==> src/rtl/tt_check_pkg.sv <==
// Shared types and constants for the truth-table response checker.
// Holds the run-state encoding, vector-count derivation and settle-timer width.
package tt_check_pkg;

   typedef enum logic [1:0] {
      ST_IDLE   = 2'd0,
      ST_SETTLE = 2'd1,
      ST_SAMPLE = 2'd2,
      ST_DONE   = 2'd3
   } tt_state_e;

   localparam int SETTLE_CNT_W = 4;

   function automatic int num_vec(input int num_in);
      return 1 << num_in;
   endfunction

endpackage

==> src/rtl/truth_table_checker_settle_timer.sv <==
// Loadable down-counter that paces the settle interval between driving a vector and sampling it.
// expire is high whenever the count has reached zero.
module settle_timer
   import tt_check_pkg::*;
(
   input  logic                    clk,
   input  logic                    rst,
   input  logic                    load,
   input  logic [SETTLE_CNT_W-1:0] len,
   output logic                    expire
);

   logic [SETTLE_CNT_W-1:0] cnt_q;
   logic [SETTLE_CNT_W-1:0] cnt_d;

   always_comb begin
      cnt_d = cnt_q;
      if (load) begin
         cnt_d = len;
      end else if (cnt_q != '0) begin
         cnt_d = cnt_q - 1'b1;
      end
   end

   always_ff @(posedge clk) begin
      if (rst) begin
         cnt_q <= '0;
      end else begin
         cnt_q <= cnt_d;
      end
   end

   assign expire = (cnt_q == '0);

endmodule

==> config.mk <==
export PLATFORM = sky130hd
export DESIGN_NAME = settle_timer
export DESIGN_NICKNAME = d
export VERILOG_FILES = /design/src/rtl/tt_check_pkg.sv /design/src/rtl/truth_table_checker_settle_timer.sv
export SDC_FILE = /design/constraint.sdc
export NUM_CORES = 1
export LEC_CHECK = 0
export ABC_AREA = 0
export CORE_AREA = 4 4 41 43
export DETAILED_ROUTE_END_ITERATION = 10
export DIE_AREA = 0 0 45 47
export PLACE_DENSITY_LB_ADDON = 0.05
export SETUP_SLACK_MARGIN = 0.02
export SLEW_MARGIN = 20
export SYNTH_ARGS = -nofsm -noshare
export SYNTH_HDL_FRONTEND = slang
export SYNTH_SLANG_ARGS = --single-unit
==> constraint.sdc <==
create_clock -name clk -period 2.65 [get_ports clk]
set_input_delay 0.53 -clock clk [delete_from_list [all_inputs] [get_ports clk]]
set_output_delay 0.53 -clock clk [all_outputs]
set_load 0.01 [all_outputs]
# Word level (Yosys, flattened, before mapping)

Cells that the tools add are included.
W data, S select, Z words.

Register bits: 4
Input port bits: 7
Output and inout bits: 1
Word-level logic and storage cells: 7

$add $sub $neg: 1
Multiplexer cells: 2
Reduce and logical (&&, ||, !) cells: 3

Operator list:

| operator              | count |
|---|---|
| $mux W4               | 2 |
| $logic_not A4 Y1      | 1 |
| $reduce_bool A4 Y1    | 1 |
| $sub A4 B1 Y4 const B | 1 |
| $reduce_bool A2 Y1    | 1 |

# Longest topological paths before layout

Word-level depth: 3
Mapped depth: 5

# Least setup slack after synthesis

No wires, ideal clock.

Kind: reg-to-reg
Start: register cnt_q[0]
End: register cnt_q[1]
Setup time: 0.075 ns
Data arrival time: 1.299 ns
Path slack: 1.276 ns
Stages on the path, launching flop included: 6
Path buffers: 0
Period minus slack after synthesis: 1.374 ns
Path through: dfxtp_1 inv_1 ha_1 nor3b_4 mux2_2 o22ai_1

Word-level cells in the longest chain between the ends: 3
Elaborated cells between the ends (all ways): 5
Classes of those cells: add/sub: 1; mux: 2; reduce/logical: 2

RTL lines:

| item                   | RTL line                               | source |
|---|---|---|
| start, declared        | truth_table_checker_settle_timer.sv:13 | `logic [SETTLE_CNT_W-1:0] cnt_q;` |
| start signal, assigned | truth_table_checker_settle_timer.sv:29 | `cnt_q <= cnt_d;` |
| $sub A4 B1 Y4          | truth_table_checker_settle_timer.sv:21 | `cnt_d = cnt_q - 1'b1;` |
| $mux W4                | truth_table_checker_settle_timer.sv:20 | `end else if (cnt_q != '0) begin` |
| $mux W4                | truth_table_checker_settle_timer.sv:18 | `if (load) begin` |

Several ways; a longest one is shown, not always the timed one. The select of a mux whose other input is x is not followed.
A chain may end at the register's enable or synchronous reset.

# Worst setup path in the final report

Start: register cnt_q[0]
End: output port expire

Word-level cells in the longest chain between the ends: 1

RTL lines:

| item             | RTL line                               | source |
|---|---|---|
| $logic_not A4 Y1 | truth_table_checker_settle_timer.sv:33 | `assign expire = (cnt_q == '0);` |
| end, declared    | truth_table_checker_settle_timer.sv:10 | `output logic expire` |

Every way passes these cells.

==> key figures <==
Placed design
  – Placed Area: about 320 sq um
  – Setup Slack @ Placement: between 0.6 and 0.7 ns
  – Detailed Place HPWL: around 430 um
  – Final GP Congestion: 0.719
  – Port bufs: 7

STA
  – Fin crit period: 2.25 ns
  – Setup TNS: 0 ns
  – Final setup fails: 0
  – RSZ-0062 raised after global routing: false
  – Worst-Margin Slew: around 0.25 ns
  – FMAX: 0.444 GHz
  – Crit share post-route: 0.851
  – Final Hold Fails: 0
  – Clock skew: between 0.005 and 0.006 ns
  – Slew Viols, Final: 0
  – Slew headroom: 0.831
  – Final WS setup: approximately 0.40 ns

CTS
  – CTS tree: built
  – CTS Root Cell: clkbuf_4
  – H-tree depth: 1
  – Reg clk slew, reported paths: about 0.040 ns
  – Post-CTS setup buffer count: 0
  – CTS hold repair buffers: 0
  – Latest clock arrival within the worst-skew pair: between 0.2 and 0.25 ns
  – Cts bufs inserted: 3
  – Clock buffer depth: 2
  – Cts repair resizes: 0
  – Clk sink count: 4

Drt
  – WL met2: about 220 um
  – Post-route ant nets: 0
  – Vias/cell: between 4 and 5
  – Via count: between 200 and 250
  – Drt pass-1 iters: 2
  – DRC viols: 0
  – Met3 wire length: 40 um
  – Iter 0 DRT Violations: 3
  – Final WL: roughly 560 um
  – DR WL/cell: around 11 um
  – M1 WL: ~270 um
  – Top Metal Used: met4

Global routing
  – GRT Total Usage: 0.0719
  – Vias in the first global route: approximately 230
  – Largest net degree at the start of global routing: 7
  – Grt total ovfl: 0
  – Initial antenna violation count: 0
  – First-pass GRT wire length: roughly 950 um

Worst setup path
  – FF-to-FF End: cnt_q[1]$_SDFFE_PP0P_
  – FF-to-FF setup slack: roughly 1.2 ns
  – Critical path class: flip-flop to output pin
  – CP arrival: 1.72 ns
  – Required @ worst endpoint: around 2.1 ns
  – FF-to-FF path depth: 5
  – Reg-to-reg critical path startpoint: cnt_q[0]$_SDFFE_PP0P_
  – CP endpoint kind: output pin
  – Critical Path Fanout Max: 4
  – Critical Path Start Type: flip-flop

Run
  – MaxCap Viol Count: 0

Floorplanning
  – I/O pin count: 8
  – Initial Util: 0.176
  – Die area: ~2100 sq um
  – Core area: approximately 1300 sq um
  – Row count: 13
  – Die H: ~47 um
  – Die width: approximately 45 um

Worst hold path
  – Min-delay worst type: flip-flop to flip-flop
  – Worst Hold Path EP: cnt_q[0]$_SDFFE_PP0P_
  – WHS Path Cells: 3
  – Min-delay src: cnt_q[0]$_SDFFE_PP0P_

Synthesis
  – Most frequent cell after synthesis: dfxtp_1
  – Synthesized instance count: 24
  – Post-synth EDFFs: 0
  – Synth top area cells: dfxtp_1 (35%), nor3b_4 (8.2%), xnor2_1 (7.7%), ha_1 (5.5%), nor2b_1 (5.5%)
  – FF+latch count, synth: 4
  – Yosys top cell by area: dfxtp_1
  – Top_reg_cell synth: dfxtp_1
  – Yosys top cell area share: 0.350
  – Synth warn: 0
  – Mapped cell area: 229 sq um
  – Share of synthesized registers carrying an async set or reset: 0
  – Most instantiated cells after synthesis: dfxtp_1 (4), nand2_1 (3)
  – Sequential share of the synthesized area: 0.350
  – Syn_area_per_cell: 9.54 sq um
  – Post-Syn Nets: 32
  – Library cells used by synthesis: 14

Finish
  – Post-Layout Inst Area: 340 sq um
  – Synth-to-Final Area Change: 48.6%
  – Max reg flops: 4
  – # diodes: 0
  – Finished Core Util: 0.262
  – Largest Register: cnt_q
  – Fin nets: 44
  – Layout cells sized above 1: 0.235
  – Biggest regs: cnt_q: 4 flops

Pwr
  – Leakage: 0.128 nW
  – Total chip power: between 200 and 250 uW
  – PD cells: between 600 and 700 nW/um^2
  – Peak supply drop: 0.000166 V

Outcome
  – Status: completed
-- worst max-delay path: stages (launching register included) --
cell             delay, ns
dfxtp_1               0.32
inv_1                 0.09
ha_1                  0.20
nor3b_4               0.29
clkdlybuf4s50_1       0.59
-- through the flow --
stage / hold slack, ns / instances
final: 0.628 / 49
after global placement: 0.615 / 46
after CTS: 0.628 / 49
after detailed placement: 0.619 / 46
after floorplan: 0.581 / 24
after global routing: 0.681 / 49
-- layer usage --
| metal | vias up | GRT usage |
|---|---|---|
| met5 | - | 0 |
| met4 | 0 | 0.105 |
| met3 | 4 | 0.0383 |
| met2 | 7 | 0.0904 |
| met1 | 92 | 0.0705 |
| li1 | 104 | - |
-- cells by family (layout without fill, tap and decap cells) --
family                   count (synthesis)  after routing  share of synthesized area
multiplexers                             1              1                     0.0492
adder cells (fa/ha/maj)                  1              1                     0.0546
AND/OR/NAND/NOR                         11             11                      0.344
XOR/XNOR                                 2              2                     0.0765
AO/OA/AOI/OAI                            3              3                     0.0929
flip-flops                               4              4                      0.350
buffers and inverters                    2             12                     0.0328
-- placed cells by master (no fill, tap or decap), drive strengths merged, types with 2 or more instances in the layout --
cell / instances
clkdlybuf4s50: 7
dfxtp: 4
nand2: 3
clkbuf: 3
nor3: 3
inv: 2
xnor2: 2
o22ai: 2
nor2b: 2
-- worst max path at each step --
stage | from | to | slack, ns
2_1_floorplan | cnt_q[0]$_SDFFE_PP0P_ | cnt_q[1]$_SDFFE_PP0P_ | 1.28
3_3_place_gp | cnt_q[0]$_SDFFE_PP0P_ | expire | 0.66
3_5_place_dp | cnt_q[0]$_SDFFE_PP0P_ | expire | 0.65
4_1_cts | cnt_q[0]$_SDFFE_PP0P_ | expire | 0.38
5_1_grt | cnt_q[1]$_SDFFE_PP0P_ | expire | 0.28
6_report | cnt_q[0]$_SDFFE_PP0P_ | expire | 0.40
-- area by class of cell --
class | count | area, sq um
fillers | 158 | 961
multi-input cells | 18 | 141
flip-flops and latches | 4 | 80.1
repair buffers | 7 | 70.1
clock buffers | 3 | 22.5
well taps | 15 | 18.8
inverters | 2 | 7.51
-- where the power goes --
part	internal [mW]	total (mW)	switching [mW]
Combinational	0.0417	0.0673	0.0255
Sequential	0.0679	0.0754	0.00750
Clock	0.0509	0.0796	0.0287
Total	0.161	0.222	0.0618
Power figures use the tool's default switching activity.
